File: src/rtl/stacc_tone_player.sv
// -----------------------------------------------------------------------------
// stacc_tone_player
// Turns the staccato quaver gate from the rhythm clock into a square-wave tone.
// Each gate pulse plays the next entry of a fixed 16-entry half-period ROM.
// The tone sounds while the gate is high and is silent while it is low.
//
// Build option: define STACC_LOOP_EN to wrap from the last note back to
// note 0. Without it, the sequence stops in DONE after the last note and
// raises seq_done.
// -----------------------------------------------------------------------------
module stacc_tone_player #(
    parameter int NUM_NOTES  = 16,
    parameter int HALF_SHIFT = 0
) (
    input  logic       clk,
    input  logic       reset,
    input  logic       enable,
    input  logic       gate_in,
    output logic       audio_out,
    output logic [3:0] note_idx,
    output logic       note_valid,
    output logic       seq_done
);

    typedef enum logic [2:0] {
        ST_IDLE  = 3'd0,
        ST_WAIT  = 3'd1,
        ST_SOUND = 3'd2,
        ST_REST  = 3'd3,
        ST_DONE  = 3'd4
    } state_t;

    localparam logic [3:0] LAST_IDX = 4'(NUM_NOTES - 1);

    // Half-period table in clk cycles. Entry 8 is a rest.
    function automatic logic [16:0] rom_half(input logic [3:0] idx);
        logic [16:0] val;
        case (idx)
            4'd0:    val = 17'd95556;
            4'd1:    val = 17'd85131;
            4'd2:    val = 17'd75843;
            4'd3:    val = 17'd71586;
            4'd4:    val = 17'd63776;
            4'd5:    val = 17'd56818;
            4'd6:    val = 17'd50619;
            4'd7:    val = 17'd47778;
            4'd8:    val = 17'd0;
            4'd9:    val = 17'd50619;
            4'd10:   val = 17'd56818;
            4'd11:   val = 17'd63776;
            4'd12:   val = 17'd71586;
            4'd13:   val = 17'd75843;
            4'd14:   val = 17'd85131;
            4'd15:   val = 17'd95556;
            default: val = 17'd0;
        endcase
        return val;
    endfunction

    state_t      state_r, state_nxt_s;
    logic        gate_meta_r, gate_sync_r, gate_dly_r;
    logic        rise_s, fall_s;
    logic [16:0] half_r, half_nxt_s, half_rom_s;
    logic [16:0] div_r, div_nxt_s;
    logic [3:0]  idx_r, idx_nxt_s;
    logic        audio_r, audio_nxt_s;
    logic        valid_r, valid_nxt_s;
    logic        done_r, done_nxt_s;
    state_t      adv_state_s;
    logic [3:0]  adv_idx_s;
    logic        adv_done_s;

    // Two-flop synchroniser for the asynchronous gate plus one delay stage for edge detection.
    always_ff @(posedge clk or posedge reset) begin
        if (reset) begin
            gate_meta_r <= 1'b0;
            gate_sync_r <= 1'b0;
            gate_dly_r  <= 1'b0;
        end else begin
            gate_meta_r <= gate_in;
            gate_sync_r <= gate_meta_r;
            gate_dly_r  <= gate_sync_r;
        end
    end

    assign rise_s     = gate_sync_r & ~gate_dly_r;
    assign fall_s     = ~gate_sync_r & gate_dly_r;
    assign half_rom_s = rom_half(idx_r) >> HALF_SHIFT;

    // Where a finished note leads: the next index, or the end-of-sequence handling.
    always_comb begin
        adv_state_s = ST_WAIT;
        adv_idx_s   = idx_r;
        adv_done_s  = 1'b0;
        if (idx_r == LAST_IDX) begin
`ifdef STACC_LOOP_EN
            adv_state_s = ST_WAIT;
            adv_idx_s   = 4'd0;
            adv_done_s  = 1'b0;
`else
            adv_state_s = ST_DONE;
            adv_idx_s   = idx_r;
            adv_done_s  = 1'b1;
`endif
        end else begin
            adv_idx_s = idx_r + 4'd1;
        end
    end

    // Next-state and next-output logic for the player FSM.
    always_comb begin
        state_nxt_s = state_r;
        idx_nxt_s   = idx_r;
        half_nxt_s  = half_r;
        div_nxt_s   = div_r;
        audio_nxt_s = audio_r;
        valid_nxt_s = valid_r;
        done_nxt_s  = done_r;

        if (!enable) begin
            // Disable wins over everything; the index is kept unless leaving DONE.
            state_nxt_s = ST_IDLE;
            audio_nxt_s = 1'b0;
            valid_nxt_s = 1'b0;
            div_nxt_s   = 17'd0;
            if (state_r == ST_DONE) begin
                idx_nxt_s  = 4'd0;
                done_nxt_s = 1'b0;
            end else begin
                idx_nxt_s  = idx_r;
            end
        end else begin
            case (state_r)
                ST_IDLE: begin
                    state_nxt_s = ST_WAIT;
                    audio_nxt_s = 1'b0;
                    valid_nxt_s = 1'b0;
                end
                ST_WAIT: begin
                    audio_nxt_s = 1'b0;
                    valid_nxt_s = 1'b0;
                    div_nxt_s   = 17'd0;
                    if (rise_s) begin
                        half_nxt_s = half_rom_s;
                        if (half_rom_s != 17'd0) begin
                            // Tone starts high on the edge that enters SOUND.
                            state_nxt_s = ST_SOUND;
                            audio_nxt_s = 1'b1;
                            valid_nxt_s = 1'b1;
                        end else begin
                            // Rest entry or shifted-to-zero period never toggles.
                            state_nxt_s = ST_REST;
                        end
                    end else begin
                        state_nxt_s = ST_WAIT;
                    end
                end
                ST_SOUND: begin
                    if (fall_s) begin
                        state_nxt_s = adv_state_s;
                        idx_nxt_s   = adv_idx_s;
                        done_nxt_s  = adv_done_s;
                        audio_nxt_s = 1'b0;
                        valid_nxt_s = 1'b0;
                        div_nxt_s   = 17'd0;
                    end else if (div_r == (half_r - 17'd1)) begin
                        audio_nxt_s = ~audio_r;
                        div_nxt_s   = 17'd0;
                    end else begin
                        div_nxt_s   = div_r + 17'd1;
                    end
                end
                ST_REST: begin
                    audio_nxt_s = 1'b0;
                    valid_nxt_s = 1'b0;
                    if (fall_s) begin
                        state_nxt_s = adv_state_s;
                        idx_nxt_s   = adv_idx_s;
                        done_nxt_s  = adv_done_s;
                    end else begin
                        state_nxt_s = ST_REST;
                    end
                end
                ST_DONE: begin
                    audio_nxt_s = 1'b0;
                    valid_nxt_s = 1'b0;
                    done_nxt_s  = 1'b1;
                end
                default: begin
                    state_nxt_s = ST_IDLE;
                    audio_nxt_s = 1'b0;
                    valid_nxt_s = 1'b0;
                    div_nxt_s   = 17'd0;
                end
            endcase
        end
    end

    // State, datapath and registered outputs.
    always_ff @(posedge clk or posedge reset) begin
        if (reset) begin
            state_r <= ST_IDLE;
            idx_r   <= 4'd0;
            half_r  <= 17'd0;
            div_r   <= 17'd0;
            audio_r <= 1'b0;
            valid_r <= 1'b0;
            done_r  <= 1'b0;
        end else begin
            state_r <= state_nxt_s;
            idx_r   <= idx_nxt_s;
            half_r  <= half_nxt_s;
            div_r   <= div_nxt_s;
            audio_r <= audio_nxt_s;
            valid_r <= valid_nxt_s;
            done_r  <= done_nxt_s;
        end
    end

    assign audio_out  = audio_r;
    assign note_idx   = idx_r;
    assign note_valid = valid_r;
    assign seq_done   = done_r;

endmodule

File: config.mk
export PLATFORM = sky130hd
export DESIGN_NAME = stacc_tone_player
export DESIGN_NICKNAME = d
export VERILOG_FILES = /design/src/rtl/stacc_tone_player.sv
export SDC_FILE = /design/constraint.sdc
export NUM_CORES = 1
export LEC_CHECK = 0
export ABC_CLOCK_PERIOD_IN_PS = 2800
export BUFFER_PORTS_ARGS = -buffer_cell sky130_fd_sc_hd__buf_2
export CAP_MARGIN = 20
export CORE_ASPECT_RATIO = 0.8
export CORE_MARGIN = 5
export CORE_UTILIZATION = 45
export DETAILED_ROUTE_END_ITERATION = 8
export HOLD_SLACK_MARGIN = 0.08
export PLACE_DENSITY = 0.6
export REMOVE_ABC_BUFFERS = 1
export SETUP_SLACK_MARGIN = 0.2
export SLEW_MARGIN = 20
export SYNTH_ARGS = -nofsm -noshare
export SYNTH_HDL_FRONTEND = slang
export SYNTH_SLANG_ARGS = --single-unit
File: constraint.sdc
create_clock -name clk -period 2.8 [get_ports clk]
set_input_delay 0.14 -clock clk [delete_from_list [all_inputs] [get_ports clk]]
set_output_delay 0.14 -clock clk [all_outputs]
set_load 0.02 [all_outputs]
==> results.md, run 1 <==
* Status: complete, but fails checks
* Failing checks: setup timing
* Worst hold endpoint: state_r[2]
* Initial drt markers at 210
* Largest area contributor in the netlist: dfrtp_1
* Rows at 27
* DRC errors left at 0
* Crit Path Class: reg2reg
* Die height at approximately 86 um
* Worst hold path class: in2reg
* Initial core utilization at 46.57%
* Ant. Diodes at 0
* Register area at 1181 um2
* Cell variety after synth at between 50 and 60
* Sequential share of power at 29.1%
* R2R Path End: div_r[4]
* Vias in the first global route at 2776
* Count of final setup violators at 18
* Setup ws final at -0.1839 ns
* Worst r2r src: half_r[2]
* Most frequent cells in the layout: buf_4, dfrtp_1, nand2_1, nor2_1, xnor2_1
* Leakage at 1.692 nW
* GR peak layer: met1
* P_sw at 0.001271 W
* Setup slack, reg-to-reg at -0.18 ns
* Sequential share of the synthesized area at 36.29%
* Critical path peak fanout at 4
* Routed WL at between 8 and 9 mm
* Pre-antenna DRT Iters at 5
* Worst path bufs/invs at 3
* Max Fclk at 335.1 MHz
* # clock sinks at between 40 and 50
* Gate power share at 55.9%
* Setup Skew at 0.01218 ns
* Area of the core at 6959 um2
* Slew @ Worst Pin at 0.8256 ns
* Number of synthesized flops with an enable pin at 0
* Power share of the clock group at 15.0%
* Io pins at 11
* CTS Buffer Depth at 2
* Vias/cell at 5.693
* Placed instance area at 3666 um2
* Initial antenna violation count at 0
* GPL Wtd Cong at roughly 0.87
* PortBufs at 10
* Delay-heaviest family, CP: simple AND/OR/NAND/NOR gates
* RSZ-0062 raised after global routing: yes
* Maximum vdd drop at 0.0004510 V
* GR Util met1 at 29.33%
* Total Die Area at 9009 um2
* GRT Total Usage at 19.22%
* CP startpoint kind: flop
* Post-route clock period utilization at 106.6%
* Hold path cells at 2
* R2R depth at 11
* Multi-input gate area at 2141 um2
* Post-route design area at 4143 um2
* Max-slew violations at 0
* M2 GR Usage at 28.97%
* CTS clk-pin slew, worst paths at about 0.10 ns
* First-pass GRT wire length at 14.25 mm
* Die width at around 100 um
* Yosys warns at 0
* Worst EP required at ~3 ns
* Commonest non-fill, non-tap cell in the layout: buf_4
* Met3 Usage GRT at 2.709%
* Sw frac at between 40% and 50%
* Max-Cap Viols at 0
* Worst-Skew Late Latency at about 0.31 ns
* Layout Nets at 445
* Largest net degree at the start of global routing at 48
* Worst path cell trace: buf_12 -> nor4_4 -> buf_4 -> nand4_1 -> xnor2_1 -> o31ai_1 -> or4_4 -> a211oi_4 -> buf_6 -> nor2_4 -> a221o_1
* Post-Syn Instances at 370
* Internal Pwr Total at 0.001825 W
* Overall Power at 0.003096 W
* Fin crit period at 2.984 ns
* Post-synthesis cell area at 3241 um2
* Rel. slew slack at 44.89%
* WL/cell at 16.68 um
* PwrDens at between 700 and 800 nW/um2
* Post-synth top area share at between 30 and 40%
* Primary FF master, synth: dfrtp_1
* Async SR Flop Fraction at 100.0%
* Yosys reg bits at 47
* TritonCTS clock tree: done
* Layout cell share with drive strength beyond 1 at roughly 30%
* Fill cell count at 640
* Root Buffer: clkbuf_8
* H-tree depth at 2
* Antenna Nets Post-Route at 0
* Final hold violation count at 0
* HP Start: enable
* Worst setup EP type: flop
* Crit path arrival time at 3.19 ns
* CTS Buf Count at 5
* Syn avg cell area at a little under 9 um2
* Post-detail-place hpwl at 6.012 mm
* Area Growth Syn to Fin at 27.84%
* Top cells by area, synth: dfrtp_1, xnor2_1, ha_1
* Slowest-stage cell, CP: or4_4
* Largest stage delay, worst path at 0.53 ns
* GRT overflow at 0
* Vias at 2932
[sequential cells by signal, summed over array words and instances (netlist names)]
register / cells
note_valid: 1
div_r: 17
audio_out: 1
gate_sync_r: 1
state_r: 3
note_idx: 4
gate_dly_r: 1
seq_done: 1
gate_meta_r: 1
half_r: 17
[stage by stage]
stage	setup WS, ns	hold WS, ns	util, %	instances	TNS [ns]
2_1_floorplan	-0.1059	0.1714	-	352	-0.9118
3_3_place_gp	-0.1964	0.2498	52.68	492	-2.663
3_5_place_dp	-0.3375	0.2499	52.68	492	-5.230
4_1_cts	-0.1420	0.1022	56.74	510	-1.191
5_1_grt	-0.2908	0.1438	59.53	515	-3.998
6_report	-0.1839	0.1424	59.53	515	-1.950
[worst reg2reg max path: cells and delay by family (launching register included)]
family | cells | cell delay [ns]
XOR/XNOR | 1 | 0.23
buffers and inverters | 3 | 0.49
AO/OA/AOI/OAI | 3 | 0.67
AND/OR/NAND/NOR | 4 | 1.03
flip-flops | 1 | 0.45
[power groups by stage]
stage                     registers [W]  clock network [W]  logic (W)
final                          0.000902           0.000463    0.00173
after global routing           0.000916           0.000492    0.00190
after CTS                      0.000896           0.000467    0.00158
after detailed placement       0.000903                  0    0.00144
after global placement         0.000900                  0    0.00144
after floorplan                0.000974                  0   0.000774
[metal layers]
metal | routed length [um] | share of wire, %
met2 | 3770 | 44
met3 | 422 | 4.9
met1 | 4353 | 51
met5 | 0 | 0
met4 | 44 | 0.51
[Yosys cell counts (all sizes together) (4+ instances only)]
master / instances
dfrtp: 47
nor2: 41
nand2: 29
xnor2: 27
o21ai: 24
a21oi: 21
clkbuf: 15
ha: 14
inv: 12
nand3: 12
nor3: 11
xor2: 11
nor4: 8
mux2: 7
a22o: 6
nand4: 6
a211oi: 5
nor2b: 5
o31ai: 5
or4: 5
a31oi: 4
[kinds of logic after synthesis]
| group | count (synthesis) | share of synthesized area, % |
|---|---|---|
| AOI/OAI and AO/OA | 90 | 18.38 |
| xor gates and xnor gates | 38 | 10.27 |
| adders and majority gates | 14 | 5.405 |
| buffers and inverters | 31 | 3.822 |
| DFF | 47 | 36.29 |
| muxes | 10 | 3.359 |
| and+or+nand+nor | 140 | 22.47 |
[repair_timing]
item                                   4_1_cts  5_1_grt
endpoints found under the hold margin        1       47
setup endpoints to repair                   20       20
buffers inserted                             8        4
hold buffers                                 1        1
cloned                                       1        0
pin swaps                                    5       17
gates resized for setup                     22       36
[how the worst max path moves through the flow]
stage,from,endpoint,slack (ns),depth (start not counted)
after floorplan,note_idx[2],audio_out,-0.11,7
after global placement,half_r[0],div_r[4],-0.20,10
after detailed placement,half_r[0],div_r[4],-0.34,10
after CTS,half_r[1],div_r[4],-0.14,11
after global routing,half_r[2],div_r[4],-0.29,11
final,half_r[2],div_r[4],-0.18,11
[layout make-up]
class                   instances  share of cell area [%]
multi-input cells             292                   51.68
repair buffers                 68                   13.59
clock buffers                   6                   1.993
flip-flops and latches         47                   28.51
well taps                      87                   2.628
clock inverters                 2                  0.3926
inverters                      13                   1.208
Note: power is estimated with default switching activity, not from simulation.
==> inputs of run 2 (changes only) <==
Settings changed: BUFFER_PORTS_ARGS -buffer_cell sky130_fd_sc_hd__buf_2 to -buffer_cell sky130_fd_sc_hd__buf_4, CAP_MARGIN 20 to 15.
==> run 2 against run 1 <==
- the flow still finishes with violations (setup timing)
- register-to-register slack better by 0.06 ns
- sequential share of layout area up 1.9 points
- clock-buffer cell count unchanged
- combinational power down 12%
- first-iteration DRC count up 5.2%
- worst setup slack better by 0.059 ns
- core utilization down 4.0 points
- critical path depth down 3
- hold slack better by 0.012 ns
- critical path type unchanged
- largest cell class unchanged
- highest routed layer unchanged
==> results.md, run 2 (synthesis results as in run 1) <==
* Status: complete, but fails checks
* Initial drt markers at 221 (+5.2%)
* H-tree depth at 2 (unchanged)
* Worst-Skew Late Latency at 0.30 ns (about the same)
* Largest stage delay, worst path at 0.54 ns (about the same)
* R2R Path End: div_r[4]
* Post-route clock period utilization at 104.4% (-2.1 points)
* CTS Buf Count at 5 (unchanged)
* First-pass GRT wire length at 13.56 mm (-4.8%)
* Die height at 85.90 um (unchanged)
* Max-slew violations at 0 (unchanged)
* Worst hold endpoint: state_r[2]
* Layout cell share with drive strength beyond 1 at 22.03% (-7.9 points)
* HP Start: enable
* Io pins at 11 (unchanged)
* Slowest-stage cell, CP: or4_4
* Total Die Area at 9009 um2 (unchanged)
* WL/cell at 16.03 um (-3.9%)
* DRC errors left at 0 (unchanged)
* Antenna Nets Post-Route at 0 (unchanged)
* Hold path cells at 2 (unchanged)
* Maximum vdd drop at 0.0004069 V (-9.8%)
* Initial core utilization at 46.57% (unchanged)
* Layout Nets at 431 (-3.1%)
* Worst r2r src: half_r[2]
* RSZ-0062 raised after global routing: yes
* Slew @ Worst Pin at 0.8189 ns (-0.006730 ns)
* Initial antenna violation count at 0 (unchanged)
* Power share of the clock group at 14.8% (-0.2 points)
* Multi-input gate area at 2012 um2 (-6.0%)
* TritonCTS clock tree: done
* Placed instance area at 3676 um2 (+0.27%)
* Setup slack, reg-to-reg at -0.12 ns (+0.06 ns)
* Rows at 27 (unchanged)
* Worst EP required at 2.99 ns (about the same)
* Area Growth Syn to Fin at 19.31%
* Gate power share at 53.5% (-2.4 points)
* GRT Total Usage at 18.44% (-0.79 points)
* Sw frac at 40.48% (-0.58 points)
* Most frequent cells in the layout: buf_4, dfrtp_1, nor2_1, nand2_1, xnor2_1
* PwrDens at 737.9 nW/um2 (-1.3%)
* Leakage at 1.610 nW (-4.8%)
* Area of the core at 6959 um2 (unchanged)
* Vias in the first global route at 2634 (-5.1%)
* Post-route design area at 3866 um2 (-6.7%)
* Worst path cell trace: or4_4 -> xnor2_1 -> o31ai_1 -> o31ai_1 -> or4_4 -> a211oi_4 -> nor2_2 -> a221o_1
* Pre-antenna DRT Iters at 6 (+1)
* # clock sinks at 47 (unchanged)
* Failing checks: setup timing
* CTS clk-pin slew, worst paths at 0.09 ns (about the same)
* Commonest non-fill, non-tap cell in the layout: buf_4
* Max Fclk at 341.9 MHz (+2.0%)
* P_sw at 0.001155 W (-9.2%)
* R2R depth at 8 (-3)
* Ant. Diodes at 0 (unchanged)
* Max-Cap Viols at 0 (unchanged)
* Root Buffer: clkbuf_8
* CTS Buffer Depth at 2 (unchanged)
* Rel. slew slack at 45.34% (+0.45 points)
* Fin crit period at 2.925 ns (-0.05936 ns)
* GPL Wtd Cong at 0.8248 (-5.5%)
* Crit path arrival time at 3.12 ns (-0.07 ns)
* Critical path peak fanout at 7 (+3)
* Worst hold path class: in2reg
* Internal Pwr Total at 0.001698 W (-7.0%)
* Setup Skew at 0.005751 ns (-0.006425 ns)
* CP startpoint kind: flop
* Fill cell count at 643 (+0.47%)
* Die width at 104.9 um (unchanged)
* Post-detail-place hpwl at 5.965 mm (-0.78%)
* Sequential share of power at 31.7% (+2.6 points)
* Crit Path Class: reg2reg
* Setup ws final at -0.1246 ns (+0.05936 ns)
* PortBufs at 10 (unchanged)
* Vias/cell at 5.700 (+0.12%)
* GRT overflow at 0 (unchanged)
* Register area at 1177 um2 (-0.32%)
* Count of final setup violators at 17 (-1)
* Vias at 2850 (-2.8%)
* Final hold violation count at 0 (unchanged)
* Worst setup EP type: flop
* Largest net degree at the start of global routing at 48 (unchanged)
* Routed WL at 8.014 mm (-6.7%)
* Post-Place Setup Slack at -0.2136 ns (+0.1239 ns)
==> run 2: cell types whose count changed in the layout (fill, tap and decap cells not counted), sizes merged <==
cell,delta
buf,-14
clkinvlp,-1
==> run 2: power by group through the flow <==
stage	Sequential, W	Combinational (W)	Clock, W
finish	0.000903	0.00153	0.000423
global route	0.000926	0.00167	0.000464
CTS	0.000898	0.00147	0.000434
detailed placement	0.000905	0.00143	0
global placement	0.000896	0.00142	0
floorplan	0.000974	0.000774	0
==> run 2: how the worst max path moves through the flow <==
| stage | endpoint | slack, ns | startpoint |
|---|---|---|---|
| floorplan | audio_out | -0.11 | note_idx[2] |
| global placement | div_r[4] | -0.14 | half_r[0] |
| detailed placement | div_r[4] | -0.21 | half_r[0] |
| CTS | audio_out | -0.10 | half_r[1] |
| global route | div_r[11] | -0.26 | half_r[1] |
| finish | div_r[4] | -0.12 | half_r[2] |
==> run 2: through the flow <==
step | setup TNS (ns) | hold WS [ns] | power (W) | util, % | instances
global route | -4.197 | 0.1451 | 0.003057 | 55.56 | 500
CTS | -1.381 | 0.1090 | 0.002807 | 54.85 | 499
global placement | -1.652 | 0.2500 | 0.002320 | 52.82 | 490
floorplan | -0.9118 | 0.1714 | 0.001748 | - | 352
finish | -1.621 | 0.1546 | 0.002853 | 55.56 | 500
detailed placement | -3.102 | 0.2512 | 0.002334 | 52.82 | 490
==> run 2: routing by layer <==
metal  share of wire (%)  wire [um]  track usage [%]
met5                   0          0                0
met3                 4.4        349            3.085
met1                  52       4201            29.03
met4                0.70         56            3.484
met2                  43       3408            26.46
==> run 2: repair_timing <==
item,in CTS,in global routing
resized for setup,8,12
hold endpoints to repair,1,47
pin swaps,1,5
buffers inserted,1,0
hold buffers,1,1
endpoints found under the setup margin,20,20
==> run 2: final cells by class <==
type,count,area share (%)
Multi-Input combinational cell,292,52.04
Tap cell,87,2.816
Timing Repair Buffer,54,11.13
Sequential cell,47,30.45
Clock buffer,6,2.136
Clock inverter,1,0.1294
Inverter,13,1.294
==> run 2: worst max-delay path, delay by kind of cell (launching register included) <==
family           cells  cell delay (ns)
AO/OA/AOI/OAI        4             1.00
AND/OR/NAND/NOR      3             1.16
XOR/XNOR             1             0.16
flip-flops           1             0.48
